$ cat src/rtl/seq_detect_pkg.sv
// Shared types and reset defaults for the
// configurable serial sequence detector.
package seq_detect_pkg;

    typedef enum logic [0:0] {
        SEARCH = 1'b0,
        HIT    = 1'b1
    } state_e;

    localparam int MAX_LEN_DEF = 8;
    localparam int CNT_W_DEF   = 8;

    localparam logic [7:0] RST_PATTERN_DEF = 8'b0011_1001;
    localparam int         RST_LEN_DEF     = 6;

endpackage

$ cat src/rtl/seq_detect_cfg_if.sv
// Data, configuration and status bundle
// of the sequence detector.
interface seq_detect_cfg_if
    import seq_detect_pkg::*;
#(
    parameter int MAX_LEN = MAX_LEN_DEF,
    parameter int CNT_W   = CNT_W_DEF
);

    localparam int LW = $clog2(MAX_LEN + 1);

    logic               in;
    logic               in_valid;
    logic               cfg_load;
    logic [MAX_LEN-1:0] cfg_pattern;
    logic [LW-1:0]      cfg_len;
    logic               cfg_overlap;
    logic               match;
    logic [CNT_W-1:0]   match_count;
    logic               cfg_err;

    modport master (
        output in, in_valid,
        output cfg_load, cfg_pattern,
        output cfg_len, cfg_overlap,
        input  match, match_count,
        input  cfg_err
    );

    modport slave (
        input  in, in_valid,
        input  cfg_load, cfg_pattern,
        input  cfg_len, cfg_overlap,
        output match, match_count,
        output cfg_err
    );

endinterface

$ cat src/rtl/seq_detect_cfg_sat_counter.sv
// Up-counter that sticks at all-ones
// instead of wrapping.
module sat_counter #(
    parameter int W = 8
) (
    input  logic         clk,
    input  logic         rst,
    input  logic         clr,
    input  logic         inc,
    output logic [W-1:0] count
);

    logic [W-1:0] cnt_q;
    logic [W-1:0] cnt_d;

    // Clear wins over increment; hold at max.
    always_comb begin
        cnt_d = cnt_q;
        if (clr) begin
            cnt_d = '0;
        end else if (inc && (cnt_q != '1)) begin
            cnt_d = cnt_q + W'(1);
        end
    end

    // Count register.
    always_ff @(posedge clk) begin
        if (rst) begin
            cnt_q <= '0;
        end else begin
            cnt_q <= cnt_d;
        end
    end

    assign count = cnt_q;

endmodule

$ cat src/rtl/seq_detect_cfg.sv
// Runtime-configurable serial pattern detector
// with overlap control and saturating hit count.
module seq_detect_cfg
    import seq_detect_pkg::*;
#(
    parameter int MAX_LEN = MAX_LEN_DEF,
    parameter int CNT_W   = CNT_W_DEF,
    parameter logic [MAX_LEN-1:0] RST_PATTERN =
        MAX_LEN'(RST_PATTERN_DEF),
    parameter int RST_LEN = RST_LEN_DEF
) (
    input logic              clk,
    input logic              rst,
    seq_detect_cfg_if.slave  bus
);

    localparam int LW = $clog2(MAX_LEN + 1);
    localparam logic [LW-1:0] FILL_MAX =
        LW'(MAX_LEN);

    state_e             state_q, state_d;
    logic [MAX_LEN-1:0] pat_q, pat_d;
    logic [LW-1:0]      len_q, len_d;
    logic               ovl_q, ovl_d;
    logic [MAX_LEN-1:0] hist_q, hist_d;
    logic [LW-1:0]      fill_q, fill_d;
    logic               err_q, err_d;

    logic [MAX_LEN-1:0] mask;
    logic [MAX_LEN-1:0] hist_sh;
    logic [LW-1:0]      fill_sh;
    logic               cfg_ok;
    logic               hit;
    logic               cnt_clr;

    assign cfg_ok = (bus.cfg_len != '0) &&
                    (bus.cfg_len <= FILL_MAX);

    // Low len bits set; upper pattern bits ignored.
    always_comb begin
        mask = '0;
        for (int i = 0; i < MAX_LEN; i++) begin
            mask[i] = (LW'(i) < len_q);
        end
    end

    // Next-state: config load first, else shift.
    always_comb begin
        pat_d   = pat_q;
        len_d   = len_q;
        ovl_d   = ovl_q;
        hist_d  = hist_q;
        fill_d  = fill_q;
        state_d = state_q;
        err_d   = err_q;
        hit     = 1'b0;
        cnt_clr = 1'b0;
        hist_sh = (hist_q << 1) | MAX_LEN'(bus.in);
        fill_sh = (fill_q == FILL_MAX) ?
                  fill_q : fill_q + LW'(1);
        if (bus.cfg_load) begin
            if (cfg_ok) begin
                pat_d   = bus.cfg_pattern;
                len_d   = bus.cfg_len;
                ovl_d   = bus.cfg_overlap;
                hist_d  = '0;
                fill_d  = '0;
                state_d = SEARCH;
                cnt_clr = 1'b1;
            end else begin
                err_d = 1'b1;
            end
        end else begin
            hit = bus.in_valid &&
                  (fill_sh >= len_q) &&
                  (((hist_sh ^ pat_q) & mask) == '0);
            if (bus.in_valid) begin
                hist_d = hist_sh;
                fill_d = (hit && !ovl_q) ?
                         '0 : fill_sh;
            end
            state_d = hit ? HIT : SEARCH;
        end
    end

    // State and configuration registers.
    always_ff @(posedge clk) begin
        if (rst) begin
            state_q <= SEARCH;
            pat_q   <= RST_PATTERN;
            len_q   <= LW'(RST_LEN);
            ovl_q   <= 1'b1;
            hist_q  <= '0;
            fill_q  <= '0;
            err_q   <= 1'b0;
        end else begin
            state_q <= state_d;
            pat_q   <= pat_d;
            len_q   <= len_d;
            ovl_q   <= ovl_d;
            hist_q  <= hist_d;
            fill_q  <= fill_d;
            err_q   <= err_d;
        end
    end

    sat_counter #(
        .W (CNT_W)
    ) u_cnt (
        .clk   (clk),
        .rst   (rst),
        .clr   (cnt_clr),
        .inc   (hit),
        .count (bus.match_count)
    );

    assign bus.match   = (state_q == HIT);
    assign bus.cfg_err = err_q;

endmodule

$ cat src/flat_wrapper.sv
// flat-port wrapper written by rule: the top's interface ports become plain ports
module seq_detect_cfg_flat import seq_detect_pkg::*;
#(
    parameter int MAX_LEN = MAX_LEN_DEF,
    parameter int CNT_W   = CNT_W_DEF,
    parameter logic [MAX_LEN-1:0] RST_PATTERN =
        MAX_LEN'(RST_PATTERN_DEF),
    parameter int RST_LEN = RST_LEN_DEF
)
  (clk, rst, bus_in, bus_in_valid, bus_cfg_load, bus_cfg_pattern, bus_cfg_len, bus_cfg_overlap, bus_match, bus_match_count, bus_cfg_err);
  seq_detect_cfg_if #(.MAX_LEN(MAX_LEN), .CNT_W(CNT_W)) bus_i ();
  input logic clk;
  input logic rst;
  input wire logic [$bits(bus_i.in)-1:0] bus_in;
  input wire logic [$bits(bus_i.in_valid)-1:0] bus_in_valid;
  input wire logic [$bits(bus_i.cfg_load)-1:0] bus_cfg_load;
  input wire logic [$bits(bus_i.cfg_pattern)-1:0] bus_cfg_pattern;
  input wire logic [$bits(bus_i.cfg_len)-1:0] bus_cfg_len;
  input wire logic [$bits(bus_i.cfg_overlap)-1:0] bus_cfg_overlap;
  output wire logic [$bits(bus_i.match)-1:0] bus_match;
  output wire logic [$bits(bus_i.match_count)-1:0] bus_match_count;
  output wire logic [$bits(bus_i.cfg_err)-1:0] bus_cfg_err;
  assign bus_i.in = bus_in;
  assign bus_i.in_valid = bus_in_valid;
  assign bus_i.cfg_load = bus_cfg_load;
  assign bus_i.cfg_pattern = bus_cfg_pattern;
  assign bus_i.cfg_len = bus_cfg_len;
  assign bus_i.cfg_overlap = bus_cfg_overlap;
  assign bus_match = bus_i.match;
  assign bus_match_count = bus_i.match_count;
  assign bus_cfg_err = bus_i.cfg_err;
  seq_detect_cfg #(.MAX_LEN(MAX_LEN), .CNT_W(CNT_W), .RST_PATTERN(RST_PATTERN), .RST_LEN(RST_LEN)) u_core (.clk(clk), .rst(rst), .bus(bus_i));
endmodule
$ cat config.mk
export PLATFORM = sky130hd
export DESIGN_NAME = seq_detect_cfg_flat
export DESIGN_NICKNAME = d
export VERILOG_FILES = /design/src/rtl/seq_detect_pkg.sv /design/src/rtl/seq_detect_cfg_if.sv /design/src/rtl/seq_detect_cfg_sat_counter.sv /design/src/rtl/seq_detect_cfg.sv /design/src/flat_wrapper.sv
export SDC_FILE = /design/constraint.sdc
export NUM_CORES = 1
export LEC_CHECK = 0
export CAP_MARGIN = 20
export CORE_MARGIN = 4
export CORE_UTILIZATION = 47
export DETAILED_ROUTE_END_ITERATION = 8
export PLACE_DENSITY_LB_ADDON = 0.15
export SLEW_MARGIN = 20
export SYNTH_ARGS = -nofsm -noshare
export SYNTH_HDL_FRONTEND = slang
export SYNTH_HIERARCHICAL = 1
export SYNTH_SLANG_ARGS = --single-unit
$ cat constraint.sdc
create_clock -name clk -period 2.6 [get_ports clk]
set_input_delay 0.39 -clock clk [delete_from_list [all_inputs] [get_ports clk]]
set_output_delay 0.39 -clock clk [all_outputs]
set_load 0.005 [all_outputs]
==> qor.yml <==
placed_design:
  dp_hpwl_um: 3011
  postPlaceCellArea_um2: 2126
  io_buffers: 27
  gp_congestion: 0.8317
yosys:
  syn_area_um2: 1742
  synthMuxAreaShare_pct: 2.299
  synth_compound_area_share_pct: 17.03
  ys.flop_type: "dfxtp_1"
  synthAdderAreaFrac_pct: 5.029
  ys_ff_latch: 34
  synthCells: 211
  synth_edf_count: 0
  synth_cell_types: 42
  yosysSeqAreaShare_pct: 39.08
  synth_top_family_by_area: "simple AND/OR/NAND/NOR gates"
  syn_area_per_cell_um2: 8.254
  async_flop_share_pct: 0
  yosys_warnings: 6
  syn_nets: 236
  yosys.area_share.xor_xnor_pct: 6.034
  synth-simple-area-share_pct: 25.29
detailed_routing:
  via_count: 1623
  wl_per_cell_um: 14.43
  ant_nets: 0
  drt_iter0_markers: 88
  wirelength_um: 4502
  drc: 0
  vias_per_cell: 5.202
  firstDrtPassIters: 4
grt:
  grtUsageTotal_pct: 21.06
  grt_pass1_wl_um: 7217
  grt_overflow: 0
  grt_pass1_vias: 1549
  grt_max_degree: 22
  antenna_found_initial: 0
sta:
  slew_headroom_pct: 73.53
  report.final.slew_viol_count: 0
  min_period_ns: 2.628
  fin_skew_ns: 0.004089
  worst_pin_slew_ns: 0.3920
  timing.final.ws_setup_ns: -0.02840
  max_freq_ghz: 0.3805
  hold_violations: 0
  fin_crit_sh_pct: 101.1
  grt_setup_unrepaired: "yes"
  finalSetupViolations: 4
die:
  dieArea_um2: 4744
  die_x_um: 68.88
  start_util_pct: 50.22
  io_pins: 28
  coreArea_um2: 3468
  rows: 21
  dieHeight_um: 68.88
cells_and_area:
  final_core_util_pct: 70.74
  drive_above_1_share_pct: 23.31
  fillCellCount: 301
  area_growth_pct: 40.88
  antenna_cells: 0
  final_cell_area_um2: 2454
  layout.nets: 290
clocking:
  cts_buffer_depth: 2
  cts_hold_buf: 0
  clk_pin_slew_worst_paths_ns: 0.07
  cts_buffers: 5
  clock-sinks: 34
  clock_latency_ns: 0.29
  cts_max_level: 2
  clockRootBuffer: "clkbuf_8"
  cts_tree: "done"
pwr:
  p_per_area_nw_per_um2: 450.9
  peakVddDrop_mv: 0.4772
  p_leak_nw: 0.9391
critical_path:
  path_class: "reg -> reg"
  reg2reg_depth: 14
  worstPathArrival_ns: 2.81
  start_kind: "flop"
  required_ns: 2.78
  end_kind: "flop"
  critPathMaxFanout: 4
hold_path:
  holdCritPathClass: "reg -> reg"
  hold_path_depth: 2
status:
  violations: "negative setup slack"
  status: "finished, violations left"
run:
  max_cap_violations: 0
worst max-delay path, stage by stage, from the launching register on:
cell and delay [ns]:
dfxtp_2 0.35, inv_2 0.05, ha_4 0.16, nand2_4 0.06
nor2_4 0.04, xnor2_2 0.13, ha_1 0.27, o21ai_1 0.05
a222oi_1 0.37, and3_1 0.23, and2_4 0.16, and4_4 0.27
buf_6 0.11, nand4_1 0.07, and3b_1 0.18
cell families (layout without fill, tap and decap cells):
kind of cell | Yosys count | after routing
and+or+nand+nor | 90 | 90
buffers and inverters | 19 | 74
xor gates and xnor gates | 12 | 12
adders and majority gates | 7 | 7
muxes | 4 | 4
DFF | 34 | 34
AOI/OAI and AO/OA | 45 | 45
per-stage QoR:
stage	worst slack, ns	cells	total power [mW]	setup TNS (ns)	hold WS, ns
CTS	0.004907	310	1.117	0	0.4763
global placement	-0.02366	288	0.7019	-0.03154	0.4531
detailed placement	-0.06304	288	0.7038	-0.1486	0.4633
floorplan	-0.002753	211	0.6439	-0.002753	0.4385
global route	-0.1415	312	1.159	-0.6336	0.4959
finish	-0.02840	312	1.106	-0.06518	0.4780
area by class of cell:
type | instances | area (um2) | share of cell area (%)
repair buffers | 55 | 491.7 | 20.04
clock buffers | 6 | 82.58 | 3.366
flip-flops and latches | 34 | 684.4 | 27.89
inverters | 11 | 43.79 | 1.785
multi-input cells | 158 | 1081 | 44.06
clock inverters | 2 | 12.51 | 0.5099
well taps | 46 | 57.56 | 2.346
sequential cells by signal, indices dropped and copies added, names as in the netlist:
| name | count |
|---|---|
| u_core/bus.match | 1 |
| u_core/ovl_q | 1 |
| u_core/pat_q | 8 |
| u_core/u_cnt/count | 8 |
| u_core/hist_q | 7 |
| u_core/bus.cfg_err | 1 |
| u_core/len_q | 4 |
| u_core/fill_q | 4 |
timing repair:
item                       in CTS  in global routing
pin swaps                      10                 10
setup endpoints to repair       5                  9
cloned                          0                  0
hold endpoints to repair        0                  0
buffers inserted               14                  2
resized for setup              18                  8
cells in the mapped netlist (all sizes together) (2+ instances only):
master	count	area, um2
nand2	40	150.1
nand4	2	12.51
a21boi	3	26.27
a22oi	3	22.52
nor3	4	25.02
clkbuf	3	11.26
inv	11	43.80
nand3	10	50.05
nand3b	5	37.54
and3	4	25.02
buf	5	36.28
dfxtp	34	680.7
a31oi	2	12.51
nor2b	2	12.51
mux2i	4	40.04
nor2	13	56.30
o21ai	6	30.03
and4	2	17.52
xor2	3	26.28
a21oi	22	110.1
or3	3	18.77
a211o	2	17.52
ha	7	87.58
xnor2	9	78.83
power breakdown:
group	total (mW)	switching, mW	internal (mW)
combinational	0.151	0.0764	0.0745
sequential	0.552	0.0140	0.538
clock	0.403	0.191	0.213
total	1.11	0.281	0.825
layout by cell type, fill, tap and decap left out, types with 4 or more instances in the layout:
master / n
mux2i_1: 4
clkdlybuf4s50_1: 27
xnor2_1: 7
nor2_1: 11
o21ai_0: 4
nand3b_1: 5
clkbuf_8: 6
dfxtp_1: 31
a21oi_1: 21
nand3_1: 9
ha_1: 4
buf_4: 25
nand2_1: 39
inv_1: 8
final timing paths:
kind | start | to | slack (ns)
max | u_core/fill_q[1]$_SDFFE_PP0P_ | u_core/u_cnt/count[7]$_SDFFE_PP0P_ | -0.03
min | u_core/pat_q[6]$_SDFFE_PP0P_ | u_core/pat_q[6]$_SDFFE_PP0P_ | 0.48
min reg2reg | u_core/pat_q[6]$_SDFFE_PP0P_ | u_core/pat_q[6]$_SDFFE_PP0P_ | 0.48
max reg2reg | u_core/fill_q[1]$_SDFFE_PP0P_ | u_core/u_cnt/count[7]$_SDFFE_PP0P_ | -0.03
layer usage:
metal | wire length [um] | GRT usage [%] | vias to the layer above | part of all wire [%]
li1 | - | - | 841 | -
met1 | 2010 | 24.85 | 748 | 45
met2 | 2268 | 37.02 | 27 | 50
met3 | 151 | 3.890 | 7 | 3.4
met4 | 72 | 9.002 | 0 | 1.6
met5 | 0 | 0 | - | 0
No activity file was read; power rests on OpenSTA's default activity.
==> patch: new RTL, same settings <==
`CNT_W_DEF`: 8 -> 6.
--- a/src/rtl/seq_detect_pkg.sv
+++ b/src/rtl/seq_detect_pkg.sv
@@ -8,7 +8,7 @@
     } state_e;
 
     localparam int MAX_LEN_DEF = 8;
-    localparam int CNT_W_DEF   = 8;
+    localparam int CNT_W_DEF   = 6;
 
     localparam logic [7:0] RST_PATTERN_DEF = 8'b0011_1001;
     localparam int         RST_LEN_DEF     = 6;
Ports: changed (resized bus_match_count); port bits go from 28 to 26. The function was not compared with the original's and may differ.
==> patch against the unedited design <==
  * The run still ends with setup timing left
  * Cell area is 12% lower
  * Total power is 1.1% lower
  * Synthesized area is 8.5% lower
  * First-iteration DRC count is 85% higher
  * Clock power is 5.5% higher
  * Highest routed layer unchanged
  * Maximum frequency is 2.8% lower
  * Critical endpoint is now u_core/u_cnt/count[5]$_SDFFE_PP0P_
  * Via count is 7.9% lower
  * Global-route usage is 2.2 points lower
  * Clock skew is 12 ps higher
  * Routed wire length is 12% lower
  * Sequential cell count is 2 lower
  * Largest cell class unchanged
  * Setup slack worse by 76 ps
  * Die area is 7.6% lower
==> patch: results (changes against the unedited design) <==
| Metric | Value |
|---|---|
| Post-Synthesis Mean Instance Area | `8.253 µm² (about the same)` |
| Fill cell instance count of the final layout | `262 (-13%)` |
| Critical R2R Capture | `u_core/u_cnt/count[5]$_SDFFE_PP0P_` |
| Met3 routing resource usage after global routing | `4.932% (+1.0 points)` |
| Worst clock skew on the final layout | `15.88 ps (+11.79 ps)` |
| Synth Register Bits | `32 (-5.9%)` |
| Commonest cells in the synthesized netlist | `nand2_1 (34), dfxtp_1 (32), a21oi_1 (21), nor2_1 (16), inv_1 (11)` |
| Relative slew slack | `68.90% (-4.6 points)` |
| Post-detailed-placement cell area | `0.001934 mm² (-9.0%)` |
| Buffer type at the clock tree root | `clkbuf_4` |
| Final Instance Count excl. Fillers | `277 (-11%)` |
| Distinct cell type count after synthesis | `40 (-4.8%)` |
| Setup violations, final | `2 (-2)` |
| Clock transition time at the flip-flop clock pins of the worst setup and hold paths | `110 ps (+40 ps)` |
| Final #Nets | `257 (-11%)` |
| Worst-skew pair later-pin latency | `330 ps (+40 ps)` |
| Failing checks | `setup timing` |
| Total internal power | `834.7 µW (+1.2%)` |
| Final GP Congestion | `0.8697 (+4.6%)` |
| Most area-consuming cells after synthesis | `dfxtp_1 (40%), nand2_1 (8.0%), a21oi_1 (6.6%)` |
| Fraction of layout cells with a size suffix above 1 | `20.17% (-3.1 points)` |
| Worst path setup slack after routing | `-104.6 ps (-76.19 ps)` |
| DR WL met3 | `300 µm (+99%)` |
| Met1 layer wirelength in the final routing | `1652 µm (-18%)` |
| GRT Resource Usage Total | `18.83% (-2.2 points)` |
| Setup Slack @ Placement | `-92.88 ps (-29.85 ps)` |
| Met2 demand-to-capacity share in global routing | `34.45% (-2.6 points)` |
| Worst slack on hold paths | `480.5 ps (+2.535 ps)` |
| Detailed-placement wirelength estimate | `2795 µm (-7.2%)` |
| Count of routing violations after the opening detailed-route iteration | `163 (+85%)` |
| Number of global-route vias before repair | `1435 (-7.4%)` |
| Total of cells resized after clock tree synthesis | `14 (-4)` |
| Status | `complete, but fails checks` |
| Reg2Reg Depth | `13 (-1)` |
| Static Leak | `0.0008249 µW (-12%)` |
[patch: cell type report]
type / instances / area [µm²] / share of cell area [%]
inverter: 12 / 52.55 / 2.428
clock buffer: 7 / 65.06 / 3.006
clock inverter: 1 / 30.03 / 1.387
tap: 44 / 55.05 / 2.543
multi-input combinational: 141 / 944.7 / 43.64
timing repair buffer: 40 / 370.4 / 17.11
sequential: 32 / 646.9 / 29.88
[patch: cell families (layout without fill, tap and decap cells)]
group / Yosys count / after routing / synth area share, %
flops: 32 / 32 / 40.22
mux: 2 / 2 / 1.335
fa+ha+maj: 7 / 7 / 5.499
xor+xnor: 13 / 13 / 7.149
simple gates: 77 / 77 / 22.78
compound gates: 42 / 42 / 17.28
buf+inv: 20 / 60 / 5.735
[patch: worst max path at each step]
stage,start,endpoint,slack (ps),cells past startpoint
floorplan,u_core/fill_q[0]$_SDFFE_PP0P_,u_core/u_cnt/count[5]$_SDFFE_PP0P_,9,14
global placement,u_core/fill_q[1]$_SDFFE_PP0P_,u_core/u_cnt/count[5]$_SDFFE_PP0P_,50,14
detailed placement,u_core/fill_q[1]$_SDFFE_PP0P_,u_core/u_cnt/count[5]$_SDFFE_PP0P_,-90,14
CTS,u_core/fill_q[1]$_SDFFE_PP0P_,u_core/u_cnt/count[5]$_SDFFE_PP0P_,-10,14
global route,u_core/fill_q[1]$_SDFFE_PP0P_,u_core/u_cnt/count[5]$_SDFFE_PP0P_,-210,13
finish,u_core/fill_q[1]$_SDFFE_PP0P_,u_core/u_cnt/count[5]$_SDFFE_PP0P_,-100,13
[patch: power by group through the flow]
stage	Sequential, µW	Combinational (µW)	Clock, µW
floorplan	529	84.0	0
global placement	532	132	0
detailed placement	533	137	0
CTS	521	143	439
global route	523	163	462
finish	521	149	425
